===== src/rtl/ps2_keycode_rx_pkg.sv =====
`default_nettype none
// +-----------------------------------------------------------------+
// | ps2_pkg : shared types and constants for the PS/2 keycode rx     |
// | Rev 1.0 : initial release                                        |
// +-----------------------------------------------------------------+
package ps2_pkg;

  typedef enum logic [1:0] {
    ST_IDLE  = 2'd0,
    ST_SHIFT = 2'd1,
    ST_CHECK = 2'd2
  } ps2_state_t;

  localparam logic [7:0] PS2_PREFIX_EXT   = 8'hE0;
  localparam logic [7:0] PS2_PREFIX_BREAK = 8'hF0;

  typedef struct packed {
    logic       brk;
    logic       ext;
    logic [7:0] code;
  } ps2_entry_t;

  // frame holds {stop, parity, data[7:0]}; odd parity over data+parity
  function automatic logic frame_good(input logic [9:0] f);
    return f[9] & (^f[8:0]);
  endfunction

endpackage
`default_nettype wire


===== src/rtl/ps2_keycode_rx_fifo.sv =====
`default_nettype none
// +-----------------------------------------------------------------+
// | ps2_sync_fifo : show-ahead synchronous FIFO, power-of-two depth  |
// | Rev 1.0 : initial release                                        |
// +-----------------------------------------------------------------+
module ps2_sync_fifo #(
  parameter int WIDTH = 10,
  parameter int DEPTH = 16
) (
  input  logic                     clk,
  input  logic                     rst_n,
  input  logic                     push,
  input  logic [WIDTH-1:0]         din,
  input  logic                     pop,
  output logic [WIDTH-1:0]         dout,
  output logic                     empty,
  output logic                     full,
  output logic [$clog2(DEPTH):0]   count
);

  localparam int AW    = $clog2(DEPTH);
  localparam int CNT_W = AW + 1;

  logic [WIDTH-1:0] mem_q [DEPTH];
  logic [AW-1:0]    wr_ptr_q, wr_ptr_d;
  logic [AW-1:0]    rd_ptr_q, rd_ptr_d;
  logic [CNT_W-1:0] count_q, count_d;
  logic             do_push, do_pop;

  assign empty = (count_q == '0);
  assign full  = (count_q == CNT_W'(DEPTH));
  assign dout  = mem_q[rd_ptr_q];
  assign count = count_q;

  // A pop frees the head slot in the same cycle, so a push into a full FIFO is fine then
  assign do_pop  = pop & ~empty;
  assign do_push = push & (~full | do_pop);

  always_comb begin
    wr_ptr_d = wr_ptr_q;
    rd_ptr_d = rd_ptr_q;
    count_d  = count_q + CNT_W'(do_push) - CNT_W'(do_pop);
    if (do_push) wr_ptr_d = wr_ptr_q + AW'(1);
    if (do_pop)  rd_ptr_d = rd_ptr_q + AW'(1);
  end

  always_ff @(posedge clk or negedge rst_n) begin
    if (!rst_n) begin
      wr_ptr_q <= '0;
      rd_ptr_q <= '0;
      count_q  <= '0;
    end else begin
      wr_ptr_q <= wr_ptr_d;
      rd_ptr_q <= rd_ptr_d;
      count_q  <= count_d;
    end
  end

  always_ff @(posedge clk) begin
    if (do_push) mem_q[wr_ptr_q] <= din;
  end

endmodule
`default_nettype wire


===== src/rtl/ps2_keycode_rx.sv =====
`default_nettype none
// +-----------------------------------------------------------------+
// | ps2_keycode_rx : PS/2 frame receiver, scan-code decoder, FIFO    |
// | Option macro PS2_KEYCODE_RX_PREFIX_DECODE_EN folds E0/F0 prefixes|
// | Rev 1.0 : initial release                                        |
// +-----------------------------------------------------------------+
module ps2_keycode_rx
  import ps2_pkg::*;
#(
  parameter int FILTER_LEN     = 8,
  parameter int FIFO_DEPTH     = 16,
  parameter int TIMEOUT_CYCLES = 50000
) (
  input  logic                          clk,
  input  logic                          rst_n,
  input  logic                          ps2_clk,
  input  logic                          ps2_data,
  input  logic                          rd_en,
  output logic                          rx_valid,
  output logic [7:0]                    rx_data,
  output logic                          rx_break,
  output logic                          rx_ext,
  output logic [$clog2(FIFO_DEPTH):0]   fifo_count,
  output logic                          frame_err,
  output logic                          overflow
);

  localparam int TO_W = $clog2(TIMEOUT_CYCLES + 1);
`ifdef PS2_KEYCODE_RX_PREFIX_DECODE_EN
  localparam int FIFO_W = $bits(ps2_entry_t);
`else
  localparam int FIFO_W = 8;
`endif

  logic              clk_s1_q, clk_s2_q, dat_s1_q, dat_s2_q;
  logic              filt_q, filt_d;
  logic [7:0]        filt_cnt_q, filt_cnt_d;
  logic              bit_strobe;
  ps2_state_t        state_q, state_d;
  logic [3:0]        bit_cnt_q, bit_cnt_d;
  logic [9:0]        frame_q, frame_d;
  logic [TO_W-1:0]   to_cnt_q, to_cnt_d;
  logic              frame_err_q, frame_err_d;
  logic              frame_ok;
  logic              push_q, push_d;
  logic [FIFO_W-1:0] push_data_q, push_data_d;
  logic              overflow_q, overflow_d;
  logic [FIFO_W-1:0] fifo_dout;
  logic              fifo_empty, fifo_full, pop;
`ifdef PS2_KEYCODE_RX_PREFIX_DECODE_EN
  logic              brk_q, brk_d, ext_q, ext_d;
`endif

  // Filtered clock follows the synchroniser only after FILTER_LEN disagreeing samples
  always_comb begin
    filt_d     = filt_q;
    filt_cnt_d = '0;
    bit_strobe = 1'b0;
    if (clk_s2_q != filt_q) begin
      if (filt_cnt_q == 8'(FILTER_LEN - 1)) begin
        filt_d     = clk_s2_q;
        bit_strobe = filt_q;
      end else begin
        filt_cnt_d = filt_cnt_q + 8'd1;
      end
    end
  end

  always_comb begin
    state_d     = state_q;
    bit_cnt_d   = bit_cnt_q;
    frame_d     = frame_q;
    to_cnt_d    = '0;
    frame_err_d = 1'b0;
    case (state_q)
      ST_IDLE: begin
        if (bit_strobe && !dat_s2_q) begin
          state_d   = ST_SHIFT;
          bit_cnt_d = 4'd0;
        end
      end
      ST_SHIFT: begin
        if (bit_strobe) begin
          frame_d = {dat_s2_q, frame_q[9:1]};
          if (bit_cnt_q == 4'd9) begin
            state_d   = ST_CHECK;
            bit_cnt_d = 4'd0;
          end else begin
            bit_cnt_d = bit_cnt_q + 4'd1;
          end
        end else if (to_cnt_q == TO_W'(TIMEOUT_CYCLES - 1)) begin
          frame_err_d = 1'b1;
          state_d     = ST_IDLE;
          bit_cnt_d   = 4'd0;
        end else begin
          to_cnt_d = to_cnt_q + TO_W'(1);
        end
      end
      ST_CHECK: begin
        state_d     = ST_IDLE;
        frame_err_d = ~frame_good(frame_q);
      end
      default: state_d = ST_IDLE;
    endcase
  end

  assign frame_ok = (state_q == ST_CHECK) && frame_good(frame_q);

  always_comb begin
    push_d      = 1'b0;
    push_data_d = push_data_q;
`ifdef PS2_KEYCODE_RX_PREFIX_DECODE_EN
    brk_d = brk_q;
    ext_d = ext_q;
    if (frame_ok) begin
      if (frame_q[7:0] == PS2_PREFIX_EXT) begin
        ext_d = 1'b1;
      end else if (frame_q[7:0] == PS2_PREFIX_BREAK) begin
        brk_d = 1'b1;
      end else begin
        push_d      = 1'b1;
        push_data_d = {brk_q, ext_q, frame_q[7:0]};
        brk_d       = 1'b0;
        ext_d       = 1'b0;
      end
    end else if (state_q == ST_CHECK) begin
      brk_d = 1'b0;
      ext_d = 1'b0;
    end
`else
    if (frame_ok) begin
      push_d      = 1'b1;
      push_data_d = frame_q[7:0];
    end
`endif
  end

  assign pop        = rd_en & ~fifo_empty;
  assign overflow_d = push_q & fifo_full & ~pop;

  always_ff @(posedge clk or negedge rst_n) begin
    if (!rst_n) begin
      clk_s1_q    <= 1'b1;
      clk_s2_q    <= 1'b1;
      dat_s1_q    <= 1'b1;
      dat_s2_q    <= 1'b1;
      filt_q      <= 1'b1;
      filt_cnt_q  <= '0;
      state_q     <= ST_IDLE;
      bit_cnt_q   <= '0;
      frame_q     <= '0;
      to_cnt_q    <= '0;
      frame_err_q <= 1'b0;
      push_q      <= 1'b0;
      push_data_q <= '0;
      overflow_q  <= 1'b0;
    end else begin
      clk_s1_q    <= ps2_clk;
      clk_s2_q    <= clk_s1_q;
      dat_s1_q    <= ps2_data;
      dat_s2_q    <= dat_s1_q;
      filt_q      <= filt_d;
      filt_cnt_q  <= filt_cnt_d;
      state_q     <= state_d;
      bit_cnt_q   <= bit_cnt_d;
      frame_q     <= frame_d;
      to_cnt_q    <= to_cnt_d;
      frame_err_q <= frame_err_d;
      push_q      <= push_d;
      push_data_q <= push_data_d;
      overflow_q  <= overflow_d;
    end
  end

`ifdef PS2_KEYCODE_RX_PREFIX_DECODE_EN
  always_ff @(posedge clk or negedge rst_n) begin
    if (!rst_n) begin
      brk_q <= 1'b0;
      ext_q <= 1'b0;
    end else begin
      brk_q <= brk_d;
      ext_q <= ext_d;
    end
  end
`endif

  ps2_sync_fifo #(
    .WIDTH (FIFO_W),
    .DEPTH (FIFO_DEPTH)
  ) u_fifo (
    .clk   (clk),
    .rst_n (rst_n),
    .push  (push_q),
    .din   (push_data_q),
    .pop   (pop),
    .dout  (fifo_dout),
    .empty (fifo_empty),
    .full  (fifo_full),
    .count (fifo_count)
  );

  // Head is gated so stale RAM contents never appear while empty
  assign rx_valid  = ~fifo_empty;
  assign rx_data   = rx_valid ? fifo_dout[7:0] : 8'h00;
`ifdef PS2_KEYCODE_RX_PREFIX_DECODE_EN
  assign rx_break  = rx_valid & fifo_dout[9];
  assign rx_ext    = rx_valid & fifo_dout[8];
`else
  assign rx_break  = 1'b0;
  assign rx_ext    = 1'b0;
`endif
  assign frame_err = frame_err_q;
  assign overflow  = overflow_q;

endmodule
`default_nettype wire

===== config.mk =====
export PLATFORM = sky130hd
export DESIGN_NAME = ps2_keycode_rx
export DESIGN_NICKNAME = d
export VERILOG_FILES = /design/src/rtl/ps2_keycode_rx_pkg.sv /design/src/rtl/ps2_keycode_rx_fifo.sv /design/src/rtl/ps2_keycode_rx.sv
export SDC_FILE = /design/constraint.sdc
export NUM_CORES = 1
export LEC_CHECK = 0
export CORE_ASPECT_RATIO = 1.75
export CORE_UTILIZATION = 45
export CTS_CLUSTER_SIZE = 16
export DETAILED_ROUTE_END_ITERATION = 10
export PLACE_DENSITY = 0.66
export SYNTH_ARGS = -nofsm -noshare
export SYNTH_HDL_FRONTEND = slang
export SYNTH_SLANG_ARGS = --single-unit

===== constraint.sdc =====
create_clock -name clk -period 5.91 [get_ports clk]
set_input_delay 1.182 -clock clk [delete_from_list [all_inputs] [get_ports clk]]
set_output_delay 1.182 -clock clk [all_outputs]
set_load 0.05 [all_outputs]

* Word level (Yosys, flattened, before mapping)
Memory sizes are Yosys's and may differ from the RTL's. Cells that the tools add are included.
Storage, ports and cells: register bits after elaboration 69, bits in writable memories 128, input bits 5, output and inout port bits 18, memories 1
Operators by class: add/sub/neg operators 7, equal/unequal tests 10, multiplexer cells 24, bitwise operators 11, reduce and logical (&&, ||, !) cells 11
Memories:
- u_fifo.mem_q | words 16, width 8, read ports 1, clocked after memory_dff 0, write ports 1, RTL line ps2_keycode_rx_fifo.sv:24 | logic [WIDTH-1:0] mem_q [DEPTH];
Operators with widths (number):
- $mux W16 | 3
- $mux W8 | 3
- $add A16 B1 Y16 const B | 1
- $eq A16 B16 Y1 const B | 1
- $mux W4 | 4
- $add A4 B1 Y4 const B | 3
- $reduce_xor A9 Y1 | 1
- $add A8 B1 Y8 const B | 1
- $eq A8 B3 Y1 const B | 1
- $mux W2 | 4
- $pmux W4 S2 | 1
- $mux W1 | 7
- $and A1 B1 Y1 | 6
- $ne A3 B3 Y1 const B | 2
- $reduce_and A3 Y1 | 2
- $add A5 B1 Y5 | 1
- $eq A5 B5 Y1 const B | 1
- $logic_not A5 Y1 | 1
- $sub A5 B1 Y5 | 1
- $eq A4 B4 Y1 const B | 1
- $not A1 Y1 | 4
- $pmux W2 S2 | 1
- $reduce_and A2 Y1 | 2
- $eq A2 B1 Y1 const B | 1
- 9 further kinds | 10

* Longest topological paths before layout
Gate-level depths: netlist of the first run.
depth after elaboration 8, gate-level depth with buffers 13, mapped depth without buffers 12

* By module
A second synthesis of the first run with hierarchy kept.
Second synthesis, totals: cell total of the unflattened synthesis 559, area, all modules 8495.6 um^2
By module, submodules not included:
- ps2_sync_fifo | instances 1, cells an instance 319, area each 5821.8 um^2, sequential area each 4169.0 um^2
- ps2_keycode_rx | instances 1, cells an instance 240, area each 2673.8 um^2, sequential area each 1407.6 um^2

* Least setup slack after synthesis of the first run
OpenSTA, ideal clock, no wires.
kind register to output, start point register u_fifo.rd_ptr_q[0], end point output rx_data[0], data arrival time 2271 ps, path slack 2457 ps, cell stages (with the launch flop) 6, buffers on the path 2, cell sequence dfrtp_1 clkbuf_1 buf_2 mux4_2 mux4_2 and2_1
Between the ends: word-level cells in the longest chain between the ends 2
RTL lines:
- from (decl) | RTL line ps2_keycode_rx_fifo.sv:26 | logic [AW-1:0] rd_ptr_q, rd_ptr_d;
- from (signal assigned) | RTL line ps2_keycode_rx_fifo.sv:54 | rd_ptr_q <= rd_ptr_d;
- $mem_v2 Z16 W8
- $mux W8 | RTL line ps2_keycode_rx.sv:204 | assign rx_data = rx_valid ? fifo_dout[7:0] : 8'h00;
- to (decl) | RTL line ps2_keycode_rx.sv:20 | output logic [7:0] rx_data,
No other way between the ends.

* Worst setup path in the final report of the first run
start point register u_fifo.rd_ptr_q[0], end point output rx_data[5]
Same word-level chain as after synthesis.

==> impl_metrics.py, run 1 <==
metrics = {
    "global_route": {
        "grt_pass1_vias": 4548,
        "grt-ovfl-total": 0,
        "gr-usage-met1": 0.195,
        "grt_usage": 0.179,
        "grt_pass1_wl_mm": 25.1,
        "antenna_found_initial": 0,
        "top_usage_layer": "met2",
        "grt_max_degree": 38,
        "met2_usage": 0.334,
        "met3_usage": 0.0339,
    },
    "layout": {
        "insertedDiodeCount": 0,
        "syn2layout_area_growth_pct": 12.6,
        "drive_gt1_frac": 0.181,
        "fillers": 1505,
        "final_util": 0.517,
        "nNetsFinal": 568,
        "finalNonFillerCells": 791,
    },
    "place": {
        "post-dp-hpwl_mm": 11.1,
        "gp_congestion": 0.769,
        "placed_cells": 759,
        "io_buffer_count": 20,
    },
    "floorplan": {
        "start_util": 0.459,
        "design.core.area_um2": 18000,
        "pin_count": 23,
        "die_area_um2": 18900,
        "die_w_um": 104,
        "die_h_um": 181,
        "floorplan.rows": 65,
    },
    "power_and_ir_drop": {
        "internal_power_mw": 2.36,
        "seqPwrFrac": 0.498,
        "pwr-share-clk": 0.345,
        "ir_drop_mv": 0.270,
        "p_switching_uw": 930,
        "power_leakage_nw": 3.77,
        "pwr-share-comb": 0.157,
        "p_sw_frac": 0.283,
        "powerDensity_nw_per_um2": 354,
    },
    "synth": {
        "synth_flop_cell": "edfxtp_1",
        "ys_ff_latch": 197,
        "netlist_area_um2": 8260,
        "synthTopCellsByArea": "edfxtp_1, dfrtp_1, mux4_2",
        "ys_types": 47,
        "synth_edf_count": 128,
        "yosysTopAreaCellShare": 0.466,
        "yosysSeqAreaShare": 0.676,
        "yosys_warnings": 0,
        "synth.avg_cell_area_um2": 15.9,
        "synthCells": 520,
        "synth.largest_area_cell": "edfxtp_1",
        "synthArstFlopShare": 0.350,
    },
    "setup_path": {
        "r2r_slack_ns": 2.69,
        "reg2reg_depth": 12,
        "critPathArrivalTime_ns": 3.53,
        "worstPathRequired_ns": 4.73,
        "crit_type": "reg2out",
        "timing.rr.end": "u_fifo.count[4]$_DFF_PN0_",
        "reg2reg_from": "u_fifo.count[2]$_DFF_PN0_",
        "worst_setup_path_start_kind": "flop",
        "crit_fanout": 19,
        "end_kind": "primary output",
    },
    "detailed_routing": {
        "firstDrtPassIters": 4,
        "wirelength_mm": 15.5,
        "vias_per_cell": 5.41,
        "via_count": 4277,
        "drcViolationCount": 0,
        "detail-route-antenna-nets": 0,
        "first_iter_violations": 194,
        "detail_route.wl_per_cell_um": 19.6,
    },
    "sta": {
        "max_freq_mhz": 212,
        "tightest_slew_ns": 1.08,
        "fin_skew_ns": 0.0116,
        "fin_crit_sh": 0.797,
        "rsz0062_at_grt": "false",
        "fin_setup_tns_ns": 0,
        "maxSlewHeadroom": 0.278,
        "setup_viol": 0,
        "period_needed_ns": 4.71,
        "finalMaxSlewViolations": 0,
        "hold_viol_final": 0,
    },
    "min_path": {
        "min_to": "clk_s2_q$_DFF_PN1_",
        "hold_depth": 0,
        "holdCritStartpoint": "clk_s1_q$_DFF_PN1_",
        "hp-class": "reg2reg",
    },
    "run_status": {
        "status": "completed",
    },
    "cts": {
        "clkSinkCount": 197,
        "cts_hold_buffers": 0,
        "htree_levels": 4,
        "cts_root_buffer": "clkbuf_16",
        "cts_tree": "yes",
        "clk_latency_ns": 0.43,
        "cts_resized": 0,
        "cts_setup_buffers": 0,
        "cts_made_buffers": 17,
        "cts.clk_slew.worst_paths_ns": 0.07,
        "cts_buffer_depth": 2,
    },
    "run": {
        "drv_cap": 0,
    },
}
==> cell families after synthesis <==
logic type               Yosys count  share of synthesized area
adder cells (fa/ha/maj)           19                     0.0297
AND/OR/NAND/NOR                  156                     0.0903
XOR/XNOR                          36                     0.0415
flip-flops                       197                      0.676
multiplexers                      52                      0.125
other                              1                   0.000454
AO/OA/AOI/OAI                     19                     0.0173
buffers and inverters             40                     0.0200
==> state kept, by name, indices dropped and copies added (netlist names), 2 cells and up <==
name,flops
bit_cnt_q,4
u_fifo.count,5
to_cnt_q,16
filt_cnt_q,8
frame_q,10
u_fifo.wr_ptr_q,4
state_q,2
u_fifo.mem_q,128
u_fifo.rd_ptr_q,4
push_data_q,8
==> placed cells by master (no fill, tap or decap), types with 16 or more instances in the layout <==
| cell type | n |
|---|---|
| ha_1 | 18 |
| mux4_2 | 40 |
| clkbuf_16 | 17 |
| nand2_1 | 45 |
| edfxtp_1 | 128 |
| xnor2_1 | 16 |
| clkdlybuf4s50_1 | 19 |
| nor2_1 | 45 |
| nand3_1 | 16 |
| xor2_1 | 18 |
| dfrtp_1 | 63 |
| inv_1 | 21 |
==> layout make-up <==
| class | instances | area, um^2 | share of cell area |
|---|---|---|---|
| inverters | 21 | 78.8 | 0.00848 |
| clock inverters | 15 | 166 | 0.0179 |
| well taps | 234 | 293 | 0.0315 |
| repair buffers | 23 | 218 | 0.0234 |
| clock buffers | 17 | 425 | 0.0458 |
| multi-input cells | 284 | 2540 | 0.273 |
| flip-flops and latches | 197 | 5580 | 0.600 |
==> worst max-delay path, stage by stage, from the launching register on <==
cell and delay (ns):
dfrtp_2 0.70, buf_4 0.43, mux4_2 0.56, mux4_2 0.51, and2_1 0.19, clkdlybuf4s50_1 0.69
==> synth_stat cells (2+ instances only) <==
cell / count
dfrtp_1: 64
o211ai_1: 2
or4_1: 2
edfxtp_1: 128
and2_1: 11
o21ai_0: 6
nand2_1: 45
mux2i_1: 2
nor4_1: 2
xnor2_1: 16
nand4_1: 9
a211oi_2: 2
nand2b_1: 2
clkbuf_1: 7
inv_1: 21
a21o_1: 2
nand3_1: 16
mux4_2: 40
and3_1: 3
nor2b_1: 3
ha_1: 18
buf_2: 3
or3_1: 3
buf_4: 3
buf_1: 6
dfstp_2: 5
a21oi_1: 3
xor2_1: 18
nor2_1: 45
nor3_1: 6
mux2_2: 10
xnor3_1: 2
==> per-layer routing <==
layer,part of all wire,routed length [um],up-vias
met2,0.57,8830,81
met5,0,0,-
met1,0.37,5750,2212
met4,0.028,430,0
li1,-,-,1963
met3,0.030,460,21
==> how the worst max path moves through the flow <==
| stage | depth (start not counted) | endpoint | start | slack [ns] |
|---|---|---|---|---|
| 5_1_grt | 5 | rx_data[5] | u_fifo.rd_ptr_q[0]$_DFFE_PN0P_ | 1.02 |
| 6_report | 5 | rx_data[5] | u_fifo.rd_ptr_q[0]$_DFFE_PN0P_ | 1.20 |
| 4_1_cts | 5 | rx_data[5] | u_fifo.rd_ptr_q[0]$_DFFE_PN0P_ | 1.14 |
| 3_3_place_gp | 5 | rx_data[6] | u_fifo.rd_ptr_q[0]$_DFFE_PN0P_ | 1.63 |
| 3_5_place_dp | 5 | rx_data[5] | u_fifo.rd_ptr_q[0]$_DFFE_PN0P_ | 1.61 |
| 2_1_floorplan | 5 | rx_data[0] | u_fifo.rd_ptr_q[0]$_DFFE_PN0P_ | 2.46 |
==> metrics by stage <==
step | hold WS (ns) | cell area, um^2 | setup slack (ns) | total power [mW]
2_1_floorplan | 0.345 | 8260 | 2.46 | 2.05
3_3_place_gp | 0.345 | 8700 | 1.63 | 2.17
3_5_place_dp | 0.348 | 8700 | 1.61 | 2.19
4_1_cts | 0.360 | 9300 | 1.14 | 3.33
5_1_grt | 0.367 | 9300 | 1.02 | 3.43
6_report | 0.357 | 9300 | 1.20 | 3.29
==> power groups by stage <==
| stage | combinational, mW | clock (mW) | sequential [mW] |
|---|---|---|---|
| after global routing | 0.569 | 1.21 | 1.65 |
| final | 0.517 | 1.13 | 1.64 |
| after floorplan | 0.406 | 0 | 1.65 |
| after global placement | 0.508 | 0 | 1.67 |
| after detailed placement | 0.521 | 0 | 1.67 |
| after CTS | 0.525 | 1.16 | 1.64 |
(Power assumes the default switching activity.)
==> inputs of run 2 (changes only) <==
PLACE_DENSITY = 0.69   (was 0.66)
clock period = 3.9 ns   (was 5.91 ns; I/O delays follow)
==> run 2 against run 1 <==
Against the previous run:
- clock power increased by 58%
- worst setup slack got worse by 0.96 ns
- utilization increased by 0.70 points
- cell count increased by 1.6%
- register-to-register slack got worse by 1.8 ns
- sequential cell count unchanged
- final area increased by 1.4%
- total power increased by 56%
- combinational power increased by 72%
- via count increased by 2.7%
- hold slack got worse by 0.14 ns
==> impl_metrics.py, run 2 (synthesized netlist as in run 1, its figures left out) <==
metrics = {
    "run_status": {
        "status": "completed",
    },
    "sta": {
        "maxSlewHeadroom": 0.378,
        "rsz0062_at_grt": "false",
        "fin_skew_ns": 0.0166,
        "fin_crit_sh": 0.939,
        "tightest_slew_ns": 0.930,
        "max_freq_mhz": 273,
        "period_needed_ns": 3.66,
        "finalMaxSlewViolations": 0,
        "fin_setup_tns_ns": 0,
        "layout_setup_ws_ns": 0.237,
        "hold_viol_final": 0,
        "setup_viol": 0,
    },
    "layout": {
        "insertedDiodeCount": 0,
        "top_regs": "u_fifo.mem_q (128), to_cnt_q (16), frame_q (10)",
        "fillers": 1416,
        "largest_reg_flops": 128,
        "nNetsFinal": 581,
        "drive_gt1_frac": 0.195,
        "mostFrequentLayoutCell": "edfxtp_1",
        "design_area_um2": 9420,
        "syn2layout_area_growth_pct": 14.1,
        "layout_common_cells": "edfxtp_1, dfrtp_1, nand2_1, nor2_1, mux4_2",
        "top_register": "u_fifo.mem_q",
    },
    "place": {
        "gp_congestion": 0.755,
        "dp_slack_ns": 0.367,
        "post-dp-hpwl_mm": 11.3,
        "place_area_um2": 8820,
        "io_buffer_count": 20,
    },
    "setup_path": {
        "cp_slowest_cell": "dfrtp_2",
        "crit_type": "reg2out",
        "end_kind": "primary output",
        "worstPathRequired_ns": 3.12,
        "worst_setup_path_start_kind": "flop",
        "worst-path-buf-inv": 2,
        "cpMostUsedCell": "mux4_2",
        "path_cells": "buf_4 -> mux4_2 -> mux4_2 -> and2_1 -> dlygate4sd2_1",
        "critPathArrivalTime_ns": 2.88,
        "critPathTopFamily": "multiplexers",
        "cp_slowest_stage_delay_ns": 0.58,
        "crit_fanout": 9,
    },
    "cts": {
        "cts_buffer_depth": 2,
        "cts_tree": "yes",
        "cts_root_buffer": "clkbuf_16",
        "cts.clk_slew.worst_paths_ns": 0.07,
        "clkSinkCount": 197,
        "htree_levels": 4,
        "clk_latency_ns": 0.44,
        "cts_resized": 6,
        "cts_hold_buffers": 0,
        "cts_setup_buffers": 0,
        "cts_made_buffers": 17,
    },
    "floorplan": {
        "die_h_um": 181,
        "pin_count": 23,
        "design.core.area_um2": 18000,
        "die_w_um": 104,
        "die_area_um2": 18900,
        "start_util": 0.459,
        "floorplan.rows": 65,
    },
    "power_and_ir_drop": {
        "ir_drop_mv": 0.298,
        "powerDensity_nw_per_um2": 543,
        "power_leakage_nw": 3.90,
    },
    "detailed_routing": {
        "drcViolationCount": 0,
        "wirelength_mm": 15.8,
        "first_iter_violations": 171,
        "firstDrtPassIters": 5,
        "vias_per_cell": 5.46,
        "via_count": 4393,
        "detail-route-antenna-nets": 0,
        "detail_route.wl_per_cell_um": 19.7,
    },
    "global_route": {
        "grt-ovfl-total": 0,
        "grt_usage": 0.182,
        "antenna_found_initial": 0,
        "grt_pass1_vias": 4767,
        "grt_max_degree": 34,
        "grt_pass1_wl_mm": 25.6,
    },
    "run": {
        "drv_cap": 0,
    },
    "min_path": {
        "hp-class": "in2async",
    },
}
## run 2: stage by stage
step	cells	power (mW)	util	hold WS (ns)
4_1_cts	804	5.17	0.524	0.221
3_3_place_gp	772	3.37	0.491	0.346
3_5_place_dp	772	3.40	0.491	0.352
2_1_floorplan	521	3.11	-	0.345
6_report	804	5.11	0.524	0.221
5_1_grt	804	5.32	0.524	0.233
## run 2: power by group
part | total (mW) | switching (mW) | internal, mW
logic | 0.889 | 0.468 | 0.422
registers | 2.45 | 0.155 | 2.29
clock network | 1.78 | 0.807 | 0.973
total | 5.11 | 1.43 | 3.68
## run 2: final timing paths
| path | from | to | slack [ns] | depth (start not counted) |
|---|---|---|---|---|
| worst max-delay path | u_fifo.rd_ptr_q[0]$_DFFE_PN0P_ | rx_data[0] | 0.24 | 5 |
| worst min-delay path | rst_n | state_q[1]$_DFFE_PN0P_ | 0.22 | 1 |
| worst max register to register | u_fifo.count[3]$_DFF_PN0_ | u_fifo.count[4]$_DFF_PN0_ | 0.85 | 12 |
| worst min register to register | dat_s1_q$_DFF_PN1_ | dat_s2_q$_DFF_PN1_ | 0.36 | 0 |
| max in group asynchronous | rst_n | filt_q$_DFFE_PN1P_ | 2.95 | 2 |
| min in group clk | dat_s1_q$_DFF_PN1_ | dat_s2_q$_DFF_PN1_ | 0.36 | 0 |
## run 2: layout make-up
cell class,count,area (um^2),share of cell area
clock buffers,17,425,0.0451
multi-input cells,284,2520,0.267
repair buffers,36,350,0.0372
flip-flops and latches,197,5580,0.592
well taps,234,293,0.0311
inverters,21,78.8,0.00837
clock inverters,15,180,0.0191
## run 2: worst register-to-register path: cells and delay by family (launching register included)
| kind | cells | cell delay (ns) |
|---|---|---|
| xor+xnor | 1 | 0.12 |
| buf+inv | 2 | 0.13 |
| flops | 1 | 0.40 |
| fa+ha+maj | 4 | 1.13 |
| simple gates | 4 | 1.02 |
| compound gates | 1 | 0.18 |
## run 2: layer usage
layer / global-route usage / share of wire
met1: 0.191 / 0.37
met3: 0.0426 / 0.026
met4: 0.0811 / 0.032
met5: 0 / 0
met2: 0.341 / 0.57
